===== src/rtl/alert_event_queue_if.sv =====
// Event record stream from alert_event_queue to its consumer (valid/ready handshake).
interface alert_event_queue_if #(
  parameter int TS_W = 8
);
  logic            evt_valid;
  logic            evt_ready;
  logic            evt_kind;
  logic [TS_W-1:0] evt_ts;

  modport master (output evt_valid, evt_kind, evt_ts, input evt_ready);
  modport slave  (input evt_valid, evt_kind, evt_ts, output evt_ready);
endinterface


===== src/rtl/alert_event_queue.sv =====
// Rising-edge detector on high/low alerts feeding a small record FIFO.
// Define ALERT_TIMESTAMP_EN to stamp each record with a free-running cycle counter.
module alert_event_queue #(
  parameter int DEPTH = 4,
  parameter int TS_W  = 8
) (
  input  logic                 clock,
  input  logic                 reset,
  input  logic                 high_alert,
  input  logic                 low_alert,
  input  logic                 ovf_clear,
  alert_event_queue_if.master  evt,
  output logic                 overflow,
  output logic [7:0]           evt_count
);
  localparam int AW = $clog2(DEPTH);

  logic          hi_q, lo_q;
  logic [AW-1:0] wr_ptr, rd_ptr;
  logic [AW:0]   occ;
  logic [DEPTH-1:0] kind_mem;

  logic hi_evt, lo_evt, push_req, full, valid, pop, push_ok, drop;

  always_comb begin
    hi_evt   = high_alert & ~hi_q;
    lo_evt   = low_alert  & ~lo_q;
    push_req = hi_evt | lo_evt;
    valid    = (occ != '0);
    full     = (occ == (AW+1)'(DEPTH));
    pop      = valid & evt.evt_ready;
    // a full queue still takes the push when the head leaves this same edge
    push_ok  = push_req & (~full | pop);
    // a coincident low edge always loses to the high edge
    drop     = (push_req & ~push_ok) | (hi_evt & lo_evt);
  end

  always_ff @(posedge clock) begin
    if (reset) begin
      hi_q      <= 1'b0;
      lo_q      <= 1'b0;
      wr_ptr    <= '0;
      rd_ptr    <= '0;
      occ       <= '0;
      overflow  <= 1'b0;
      evt_count <= 8'd0;
    end else begin
      hi_q <= high_alert;
      lo_q <= low_alert;
      if (push_ok) wr_ptr <= wr_ptr + AW'(1);
      if (pop)     rd_ptr <= rd_ptr + AW'(1);
      case ({push_ok, pop})
        2'b10:   occ <= occ + (AW+1)'(1);
        2'b01:   occ <= occ - (AW+1)'(1);
        default: occ <= occ;
      endcase
      if (drop)           overflow <= 1'b1;
      else if (ovf_clear) overflow <= 1'b0;
      if (push_ok && evt_count != 8'hFF) evt_count <= evt_count + 8'd1;
    end
  end

  always_ff @(posedge clock) begin
    if (push_ok) kind_mem[wr_ptr] <= hi_evt;
  end

  assign evt.evt_valid = valid;
  assign evt.evt_kind  = valid & kind_mem[rd_ptr];

`ifdef ALERT_TIMESTAMP_EN
  logic [TS_W-1:0] ts_q;
  logic [TS_W-1:0] ts_mem [DEPTH];

  always_ff @(posedge clock) begin
    if (reset) ts_q <= '0;
    else       ts_q <= ts_q + TS_W'(1);
  end

  always_ff @(posedge clock) begin
    if (push_ok) ts_mem[wr_ptr] <= ts_q;
  end

  assign evt.evt_ts = valid ? ts_mem[rd_ptr] : '0;
`else
  assign evt.evt_ts = '0;
`endif

endmodule

===== src/flat_wrapper.sv =====
// flat-port wrapper written by rule: the top's interface ports become plain ports
module alert_event_queue_flat 
#(
  parameter int DEPTH = 4,
  parameter int TS_W  = 8
)
  (clock, reset, high_alert, low_alert, ovf_clear, overflow, evt_count, evt_evt_valid, evt_evt_kind, evt_evt_ts, evt_evt_ready);
  alert_event_queue_if #(.TS_W(TS_W)) evt_i ();
  input  logic clock;
  input  logic reset;
  input  logic high_alert;
  input  logic low_alert;
  input  logic ovf_clear;
  output logic overflow;
  output logic [7:0] evt_count;
  output wire logic [$bits(evt_i.evt_valid)-1:0] evt_evt_valid;
  output wire logic [$bits(evt_i.evt_kind)-1:0] evt_evt_kind;
  output wire logic [$bits(evt_i.evt_ts)-1:0] evt_evt_ts;
  input wire logic [$bits(evt_i.evt_ready)-1:0] evt_evt_ready;
  assign evt_evt_valid = evt_i.evt_valid;
  assign evt_evt_kind = evt_i.evt_kind;
  assign evt_evt_ts = evt_i.evt_ts;
  assign evt_i.evt_ready = evt_evt_ready;
  alert_event_queue #(.DEPTH(DEPTH), .TS_W(TS_W)) u_core (.clock(clock), .reset(reset), .high_alert(high_alert), .low_alert(low_alert), .ovf_clear(ovf_clear), .evt(evt_i), .overflow(overflow), .evt_count(evt_count));
endmodule

===== config.mk =====
export PLATFORM = sky130hd
export DESIGN_NAME = alert_event_queue_flat
export DESIGN_NICKNAME = d
export VERILOG_FILES = /design/src/rtl/alert_event_queue_if.sv /design/src/rtl/alert_event_queue.sv /design/src/flat_wrapper.sv
export SDC_FILE = /design/constraint.sdc
export NUM_CORES = 1
export LEC_CHECK = 0
export ABC_AREA = 1
export CAP_MARGIN = 20
export CORE_ASPECT_RATIO = 0.5
export CORE_UTILIZATION = 50
export DETAILED_ROUTE_END_ITERATION = 8
export DONT_BUFFER_PORTS = 1
export PLACE_DENSITY = 0.69
export RECOVER_POWER = 50
export SYNTH_ARGS = -nofsm -noshare
export SYNTH_HDL_FRONTEND = slang
export SYNTH_SLANG_ARGS = --single-unit
export TNS_END_PERCENT = 20

===== constraint.sdc =====
create_clock -name clock -period 2.2 [get_ports clock]
set_clock_uncertainty 0.15 [all_clocks]
set_input_delay 0.33 -clock clock [delete_from_list [all_inputs] [get_ports clock]]
set_output_delay 0.33 -clock clock [all_outputs]
set_load 0.005 [all_outputs]

After elaboration in Yosys (flattened, before gate mapping)
Cells that the tools add are included.
{"block": "classes", "mux": 8, "n_addsub": 5, "n_eq_ne": 4, "n_lt_le_gt_ge": 3, "n_reduce_logical": 5, "bitwise": 14}
{"cell": "$add A8 B1 Y8 const B", "count": 1}
{"cell": "$ne A8 B8 Y1 const B", "count": 1}
{"cell": "$and A1 B1 Y1", "count": 7}
{"cell": "$lt A2 B3 Y1 const B", "count": 2}
{"cell": "$pmux W3 S2", "count": 1}
{"cell": "$add A2 B1 Y2 const B", "count": 2}
{"cell": "$bwmux W4", "count": 1}
{"cell": "$mux W1", "count": 4}
{"cell": "$not A1 Y1", "count": 4}
{"cell": "$reduce_bool A2 Y1", "count": 2}
{"cell": "$add A3 B1 Y3 const B", "count": 1}
{"cell": "$eq A3 B3 Y1 const B", "count": 1}
{"cell": "$or A1 B1 Y1", "count": 3}
{"cell": "$reduce_bool A3 Y1", "count": 1}
{"cell": "$sub A3 B1 Y3 const B", "count": 1}
{"cell": "$bmux W1 S2", "count": 1}
{"cell": "$demux W1 S2", "count": 1}
{"cell": "$eq A2 B1 Y1 const B", "count": 1}
{"cell": "$eq A2 B2 Y1 const B", "count": 1}
{"cell": "$ge A2 B1 Y1 const B", "count": 1}
{"cell": "$logic_and A1 B1 Y1", "count": 2}
{"block": "word_totals", "elab_cells": 47, "regBits": 22, "output_inout_bits": 19}

Longest topological paths before layout
Gate-level depths: netlist of the first run.
{"block": "depth", "word_depth": 8, "ltp_mapped": 13, "ltp_nobuf": 12}

Least setup slack after synthesis of the first run
OpenSTA, ideal clock, no wires.
{"block": "synth_path", "path_kind": "register to register", "from": "reg u_core.occ[0]", "to": "reg u_core.occ[2]", "n_path_buf": 1, "setup_ns": 0.113, "stages_incl_launch_ff": 12, "setup_slack_ns": 0.235, "t_arrival_ns": 1.702, "cell_sequence": "dfxtp_1 nor2_2 nand2_4 nand2_4 buf_6 ha_1 inv_1 fa_1 a21oi_1 o21ai_0 nor2_1 nor2_1"}
{"block": "synth_via", "elab_chain_cells": 6}
{"item": "from (decl)", "line_no": "alert_event_queue.sv:20", "text": "logic [AW:0] occ;"}
{"item": "from (signal assigned)", "line_no": "alert_event_queue.sv:53", "text": "2'b10: occ <= occ + (AW+1)'(1);"}
{"item": "from (signal assigned)", "line_no": "alert_event_queue.sv:54", "text": "2'b01: occ <= occ - (AW+1)'(1);"}
{"item": "$reduce_bool A3 Y1 / $eq A3 B3 Y1 (equally long branches)", "line_no": "alert_event_queue.sv:29, alert_event_queue.sv:30"}
{"item": "$and A1 B1 Y1 / $not A1 Y1 (equally long branches)", "line_no": "alert_event_queue.sv:31, alert_event_queue.sv:33"}
{"item": "$or A1 B1 Y1", "line_no": "alert_event_queue.sv:33", "text": "push_ok = push_req & (~full | pop);"}
{"item": "$and A1 B1 Y1", "line_no": "alert_event_queue.sv:33"}
{"item": "$eq A2 B1 Y1 / $eq A2 B2 Y1 (equally long branches)", "line_no": "alert_event_queue.sv:52", "text": "case ({push_ok, pop})"}
{"item": "$pmux W3 S2 / $reduce_bool A2 Y1 (equally long branches)"}
Parallel ways exist; a longest one is shown, timed or not.
A chain may end at the register's enable or synchronous reset.

Worst setup path after layout of the first run
{"block": "layout_path", "from": "reg u_core.occ[2]", "to": "reg u_core.occ[2]"}
The elaborated chain is that of the path after synthesis.

==> impl_summary.txt, run 1 <==
----------------------------------------------------
[Run status]
  Status ... completed

[Critical path]
  Logic depth of the worst register-to-register path ... 12
  WP data arrival ... between 1500 and 2000 ps
  R2r setup slk ... about 260 ps
  Highest net fanout along the worst path ... 11
  Worst R2R End ... u_core.occ[2]
  Setup crit end ... u_core.occ[2]
  Critical path data required time ... roughly 2300 ps
  Setup Crit Path Kind ... flip-flop to flip-flop
  Launching element type of the critical path ... flip-flop
  FF-to-FF Start ... u_core.occ[2]
  Crit path capture type ... flip-flop
  Startpoint of the worst setup timing path ... u_core.occ[2]

[Power and ir drop]
  Switching fraction of total power ... 0.350
  Share of total power in sequential cells ... 0.454
  Part of the power in the clock network ... 0.252
  Pwr/cell area ... slightly above 800 mW/mm^2
  Internal power ... 0.000743 W
  Leak Pwr ... about 0.62 nW
  Comb power frac ... 0.294
  Switching power ... around 0.0004 W
  Maximum resistive drop on vdd ... between 0.5 and 0.6 mV

[Place]
  Cell Area, Placed ... around 0.0013 sq mm
  Count of input and output buffers ... 0
  Sum of net half-perimeters after detailed placement ... between 1500 and 2000 um
  Worst slack, placed ... roughly 130 ps
  Routability-driven placement congestion ratio ... 0.765
  Number of instances in the placed design ... roughly 210

[Routing]
  First-pass detailed-route iteration total ... 4
  Number of DRC markers in iteration 0 ... between 50 and 60
  Antenna violation net count after detailed routing ... 0
  Wirelength, routed ... 2360 um
  Vias per std cell ... roughly 4.7
  Total vias in the final route ... between 1,000 and 1,500
  Final routed DRC violation total ... 0
  Routed wirelength normalized by instance count ... about 11 um

[Clocking]
  Worst-case clock buffer depth ... 2
  Clock buffers created by TritonCTS ... 3
  Clock Sinks ... 22
  Insertion delay to the later sink of the worst-skew pair ... 260 ps
  CTS tree ... built
  Buffer cell driving the clock tree root ... clkbuf_8
  Clock slew at reported path FFs ... 80 ps
  H-tree levels ... 1

[GRT]
  Global-route wire length before repair ... 3800 um
  Via count of the first global-routing pass ... approximately 880
  Global Route Usage Sum ... 0.191
  Number of antenna violations at the first check in global routing ... 0
  Maximum number of pins on one net before global-route repair ... 13
  Total overflow reported by the global router ... 0

[Worst hold path]
  Type of the worst min-delay path ... primary input to flip-flop

[Finish]
  Fin area ... around 0.0014 sq mm
  Count of placed standard cells in the final layout, fillers left out ... ~220
  Share of final-layout standard cells stronger than drive strength 1 ... 0.115
  Relative area change from synthesis to final layout ... 6.53%
  Antenna cells ... 0
  Number of nets in the finished design ... roughly 200

[Floorplanning]
  Number of I/O pins ... 25
  Num rows ... 12
  Die Footprint ... roughly 0.0028 sq mm
  Width of the chip ... between 70 and 80 um
  Initial Utilization ... 0.557
  Die outline height ... 38.1 um
  Placeable core area ... 0.00234 sq mm

[Yosys]
  Avg Cell Area, Syn ... 7.24 sq um
  Ys async rst share ... 0
  Post-synth top flop ... dfxtp_1
  Synthesized netlist cell count ... 180
  Count of flip-flops with a built-in enable after synthesis ... 4
  Warning count from the yosys run ... 0
  Synth Register Bits ... 22
  Sequential share of the synthesized area ... 0.369
  Post-synthesis instance area ... about 0.0013 sq mm
  Number of distinct library cells after synthesis ... 26

[STA]
  Final-layout setup total negative slack ... 0 ps
  Setup violation total in the final timing report ... 0
  Setup ws final ... about 260 ps
  Worst hold slack ... 12.7 ps
  Setup repair after global routing missed its margin ... false
  Tcrit/Tclk final ... 0.884
  Post-route minimum period ... 1940 ps
  Max-slew violations ... 0
  Final hold violation count ... 0
  Highest Clock Rate ... around 500 MHz

[Flow run]
  Max-cap violations ... 0

----------------------------------------------------
-- repair_timing --
action                     CTS  global route
gates resized for setup      0             7
hold endpoints to repair     8             1
setup buffers                0             0
hold buffers                 1             1
setup endpoints to repair    0             1
-- critical path, stage by stage (launching register included) --
cell and delay [ps]:
dfxtp_1 320, inv_1 100, nor2_4 120, nand2_4 90
nand2_8 110, ha_1 150, inv_1 70, fa_2 350
a21oi_2 130, o21ai_1 80, nand2_1 60, nand2_1 50
nor2_1 100
-- cell usage after synthesis, types with 2 or more instances --
master,count,area (sq um)
inv_1,30,113
o21ai_2,2,17.5
buf_4,9,67.6
dfxtp_1,18,360
ha_1,6,75.1
nand3_1,9,45.0
nand2_1,35,131
nor2_2,4,25.0
nand4_1,2,12.5
edfxtp_1,4,120
a21oi_1,11,55.1
nor2_1,24,90.1
o21ai_0,10,50.1
nand2_4,2,22.5
nand2_2,3,18.8
-- area by class of cell --
cell class | instances | area [sq um]
timing repair buffer | 2 | 20.0
multi-input combinational | 122 | 667
clock buffer | 4 | 55.1
sequential | 22 | 480
fill | 220 | 953
tap | 35 | 43.8
inverter | 32 | 123
-- cells in the final DEF (no fill, tap or decap), drive strengths merged, types with 2 or more instances in the layout --
cell | netlist | routed
a21oi | 12 | 12
clkbuf | 0 | 4
conb | 1 | 8
dfxtp | 18 | 18
dlygate4sd3 | 0 | 2
edfxtp | 4 | 4
ha | 6 | 6
inv | 32 | 32
nand2 | 40 | 40
nand3 | 10 | 10
nand4 | 2 | 2
nor2 | 28 | 28
o21ai | 12 | 12
-- flip-flops by register name, indices dropped and copies added (netlist names) --
name / cells
u_core.occ: 3
u_core.kind_mem: 4
u_core.hi_q: 1
u_core.rd_ptr: 2
u_core.overflow: 1
u_core.wr_ptr: 2
u_core.lo_q: 1
u_core.evt_count: 8
-- per-stage QoR --
| step | util | power, W |
|---|---|---|
| 2_1_floorplan | - | 0.000776 |
| 3_3_place_gp | 0.551 | 0.000812 |
| 3_5_place_dp | 0.551 | 0.000824 |
| 4_1_cts | 0.579 | 0.00112 |
| 5_1_grt | 0.593 | 0.00123 |
| 6_report | 0.593 | 0.00114 |
-- metal layers --
| layer | part of all wire | vias up | track usage |
|---|---|---|---|
| li1 | - | 543 | - |
| met1 | 0.49 | 436 | 0.245 |
| met2 | 0.45 | 34 | 0.302 |
| met3 | 0.058 | 2 | 0.0684 |
| met4 | 0.0051 | 0 | 0.0660 |
| met5 | 0 | - | 0 |
-- cells by family (layout without fill, tap and decap cells) --
family / after synthesis / after routing / share of synthesized area
AOI/OAI and AO/OA: 25 / 25 / 0.107
xor gates and xnor gates: 1 / 1 / 0.00672
adders and majority gates: 7 / 7 / 0.0729
buffers and inverters: 43 / 38 / 0.158
DFF: 22 / 22 / 0.369
other: 1 / 8 / 0.00288
and+or+nand+nor: 81 / 81 / 0.284
-- power groups by stage --
stage / Sequential (W) / Clock (W) / Combinational (W)
after global placement: 0.000521 / 0 / 0.000291
after floorplan: 0.000510 / 0 / 0.000266
final: 0.000518 / 0.000288 / 0.000336
after detailed placement: 0.000521 / 0 / 0.000304
after global routing: 0.000526 / 0.000321 / 0.000386
after CTS: 0.000513 / 0.000302 / 0.000308
-- how the worst min path moves through the flow --
stage | slack, ps | end | depth (start not counted) | startpoint
3_3_place_gp | 250 | u_core.evt_count[3] | 1 | reset
3_5_place_dp | 250 | u_core.evt_count[4] | 1 | reset
6_report | 10 | u_core.hi_q | 2 | high_alert
4_1_cts | 4 | u_core.lo_q | 2 | low_alert
2_1_floorplan | 290 | u_core.hi_q | 2 | high_alert
5_1_grt | 10 | u_core.hi_q | 2 | high_alert
Power figures use the tool's default switching activity.
==> run 2, diff against run 1 <==
--- a/config.mk
+++ b/config.mk
@@ -7,11 +7,10 @@
 export LEC_CHECK = 0
 export ABC_AREA = 1
 export CAP_MARGIN = 20
-export CORE_ASPECT_RATIO = 0.5
-export CORE_UTILIZATION = 50
+export CORE_UTILIZATION = 61
 export DETAILED_ROUTE_END_ITERATION = 8
 export DONT_BUFFER_PORTS = 1
-export PLACE_DENSITY = 0.69
+export PLACE_DENSITY = 0.81
 export RECOVER_POWER = 50
 export SYNTH_ARGS = -nofsm -noshare
 export SYNTH_HDL_FRONTEND = slang
==> constraint.sdc (replaced) <==
create_clock -name clock -period 1.8 [get_ports clock]
set_clock_uncertainty 0.15 [all_clocks]
set_input_delay 0.27 -clock clock [delete_from_list [all_inputs] [get_ports clock]]
set_output_delay 0.27 -clock clock [all_outputs]
set_load 0.005 [all_outputs]
==> run 2 against run 1 <==
  * Hold slack better by 20 ps
  * First-iteration DRC count fell by 60%
  * Cell area increased by 4.1%
  * Clock power decreased by 6%
  * Critical path type unchanged
  * Largest power group unchanged
==> impl_summary.txt, run 2 (synthesis gave the netlist of run 1 again) <==
----------------------------------------------------
[Place]
  Count of input and output buffers ... 0 (unchanged)
  Worst slack, placed ... -65.3 ps (-200 ps)
  Sum of net half-perimeters after detailed placement ... 1870 um (+8.8%)
  Routability-driven placement congestion ratio ... 0.853 (+12%)

[STA]
  Setup repair after global routing missed its margin ... true
  Tcrit/Tclk final ... 0.996 (+0.112)
  Setup ws final ... 6.77 ps (-249 ps)
  Max-slew violations ... 0 (unchanged)
  Setup violation total in the final timing report ... 0 (unchanged)
  Post-route minimum period ... 1790 ps (-151 ps)
  Final hold violation count ... 0 (unchanged)
  Highest Clock Rate ... 558 MHz (+8.4%)

[Power and ir drop]
  Comb power frac ... 0.368 (+0.074)
  Internal power ... 0.000924 W (+24%)
  Share of total power in sequential cells ... 0.442 (-0.012)
  Part of the power in the clock network ... 0.190 (-0.062)
  Leak Pwr ... 0.655 nW (+5.6%)
  Maximum resistive drop on vdd ... 0.833 mV (+59%)
  Switching fraction of total power ... 0.350 (about the same)
  Switching power ... 0.000497 W (+24%)
  Pwr/cell area ... 983 mW/mm^2 (+19%)

[Clocking]
  CTS tree ... built
  Insertion delay to the later sink of the worst-skew pair ... 310 ps (+50 ps)
  Clock slew at reported path FFs ... 110 ps (+30 ps)
  H-tree levels ... 1 (unchanged)
  Clock Sinks ... 22 (unchanged)
  Clock buffers created by TritonCTS ... 3 (unchanged)
  Buffer cell driving the clock tree root ... clkbuf_4
  Worst-case clock buffer depth ... 2 (unchanged)

[Routing]
  DR WL met3 ... 151 um (+10%)
  Final routed DRC violation total ... 0 (unchanged)
  Vias per std cell ... 5.12 (+9.5%)
  Antenna violation net count after detailed routing ... 0 (unchanged)
  Wirelength, routed ... 2460 um (+4.2%)
  Total vias in the final route ... 1,127 (+11%)
  Highest metal layer with signal wires ... met4
  M1 wire length ... 1040 um (-9.7%)
  Routed wl met2 ... 1240 um (+17%)
  First-pass detailed-route iteration total ... 5 (+1)
  Number of DRC markers in iteration 0 ... 23 (-60%)
  Routed wirelength normalized by instance count ... 11.2 um (+2.8%)

[Finish]
  Leading cell types in the layout, fill and taps excluded ... 36 x nand2_1, 27 x inv_1, 24 x nor2_1
  Number of nets in the finished design ... 207 (+5.6%)
  Relative area change from synthesis to final layout ... 10.9%
  Finished Core Util ... 0.730 (+0.137)
  Multi-input gate area in the final layout ... 669 sq um (+0.38%)
  Antenna cells ... 0 (unchanged)
  Number of fillers in the final layout ... 164 (-25%)
  Most common cell after layout, fill and taps aside ... nand2_1
  Reg with most FFs ... u_core.evt_count
  Largest registers ... u_core.evt_count x8, u_core.kind_mem x4, u_core.occ x3
  Sequential cell area ... 484 sq um (+0.78%)
  Share of final-layout standard cells stronger than drive strength 1 ... 0.181 (+0.0660)
  Largest register FFs ... 8 (unchanged)

[Floorplanning]
  Placeable core area ... 0.00198 sq mm (-15%)
  Die outline height ... 48.2 um (+27%)
  Number of I/O pins ... 25 (unchanged)
  Initial Utilization ... 0.658 (+0.101)
  Width of the chip ... 48.2 um (-35%)
  Num rows ... 16 (+4)
  Die Footprint ... 0.00233 sq mm (-18%)

[GRT]
  Via count of the first global-routing pass ... 882 (unchanged)
  Total overflow reported by the global router ... 0 (unchanged)
  Maximum number of pins on one net before global-route repair ... 13 (unchanged)
  Global-route wire length before repair ... 3670 um (-3.3%)
  Number of antenna violations at the first check in global routing ... 0 (unchanged)
  Global Route Usage Sum ... 0.231 (+0.0395)

[Critical path]
  Setup crit end ... u_core.occ[2]
  Critical path data required time ... 1900 ps (-350 ps)
  Worst R2R End ... u_core.occ[2]
  R2r setup slk ... 7 ps (-250 ps)
  Logic depth of the worst register-to-register path ... 12 (unchanged)
  Setup Crit Path Kind ... flip-flop to flip-flop
  Startpoint of the worst setup timing path ... u_core.occ[2]
  Launching element type of the critical path ... flip-flop
  Crit path capture type ... flip-flop
  Highest net fanout along the worst path ... 4 (-7)
  WP data arrival ... 1890 ps (-100 ps)
  FF-to-FF Start ... u_core.occ[2]

[Worst hold path]
  Type of the worst min-delay path ... primary input to flip-flop

[Flow run]
  Max-cap violations ... 0 (unchanged)

[Run status]
  Status ... completed

----------------------------------------------------
[run 2: cell count changes in the layout (fill, tap and decap cells not counted), moves of 2 or more]
| cell | previous run | this run |
|---|---|---|
| dfxtp_1 | 18 | 15 |
| buf_4 | 0 | 8 |
| nand2_2 | 4 | 2 |
| clkbuf_4 | 0 | 3 |
| inv_1 | 30 | 27 |
| nand2_1 | 34 | 36 |
| clkbuf_8 | 4 | 1 |
| clkbuf_1 | 0 | 2 |
| inv_2 | 1 | 3 |
| dfxtp_2 | 0 | 3 |
[run 2: worst min path at each step]
stage	start	to	slack, ps	cells past startpoint
final	ovf_clear	u_core.overflow	30	3
after global routing	ovf_clear	u_core.overflow	30	3
after CTS	ovf_clear	u_core.overflow	30	3
after detailed placement	reset	u_core.evt_count[4]	190	1
after global placement	reset	u_core.evt_count[7]	190	1
after floorplan	high_alert	u_core.hi_q	230	2
[run 2: worst max-delay path, stage by stage (launching register included)]
cell and delay (ps):
dfxtp_2 340, inv_2 50, nor2_4 110, nand2_4 70, nand2_4 90, ha_4 130
inv_4 30, fa_2 350, a21oi_2 130, o21ai_1 80, nand2_1 60, nand2_1 40
nor2_1 90
[run 2: layout make-up]
type                            count  area share
Clock buffer                        4      0.0251
Inverter                           32      0.0865
Multi-Input combinational cell    122       0.463
Sequential cell                    22       0.335
Tap cell                           27      0.0234
Timing Repair Buffer               13      0.0675
[run 2: per-layer routing]
layer	GRT usage	vias up
li1	-	572
met1	0.289	508
met2	0.387	43
met3	0.0370	4
met4	0.106	0
met5	0	-
[run 2: power by group through the flow]
stage	logic [W]	clock network, W	registers, W
floorplan	0.000365	0	0.000633
CTS	0.000522	0.000278	0.000628
detailed placement	0.000482	0	0.000637
global route	0.000587	0.000298	0.000636
global placement	0.000454	0	0.000633
finish	0.000523	0.000270	0.000628
[run 2: what timing repair did]
action	4_1_cts	5_1_grt
pin swaps	4	0
hold buffers	3	0
endpoints found under the setup margin	1	1
setup buffers	3	0
hold endpoints to repair	8	0
resized for setup	3	1
[run 2: stage by stage]
step | std cells | area [sq um] | hold WS [ps] | TNS [ps] | power [W]
final | 220 | 1450 | 32.6 | 0 | 0.00142
after floorplan | 187 | 1360 | 227 | -44.1 | 0.000997
after detailed placement | 210 | 1360 | 192 | -65.3 | 0.00112
after CTS | 220 | 1450 | 34.9 | 0 | 0.00143
after global routing | 220 | 1450 | 32.3 | -168 | 0.00152
after global placement | 210 | 1360 | 191 | 0 | 0.00109
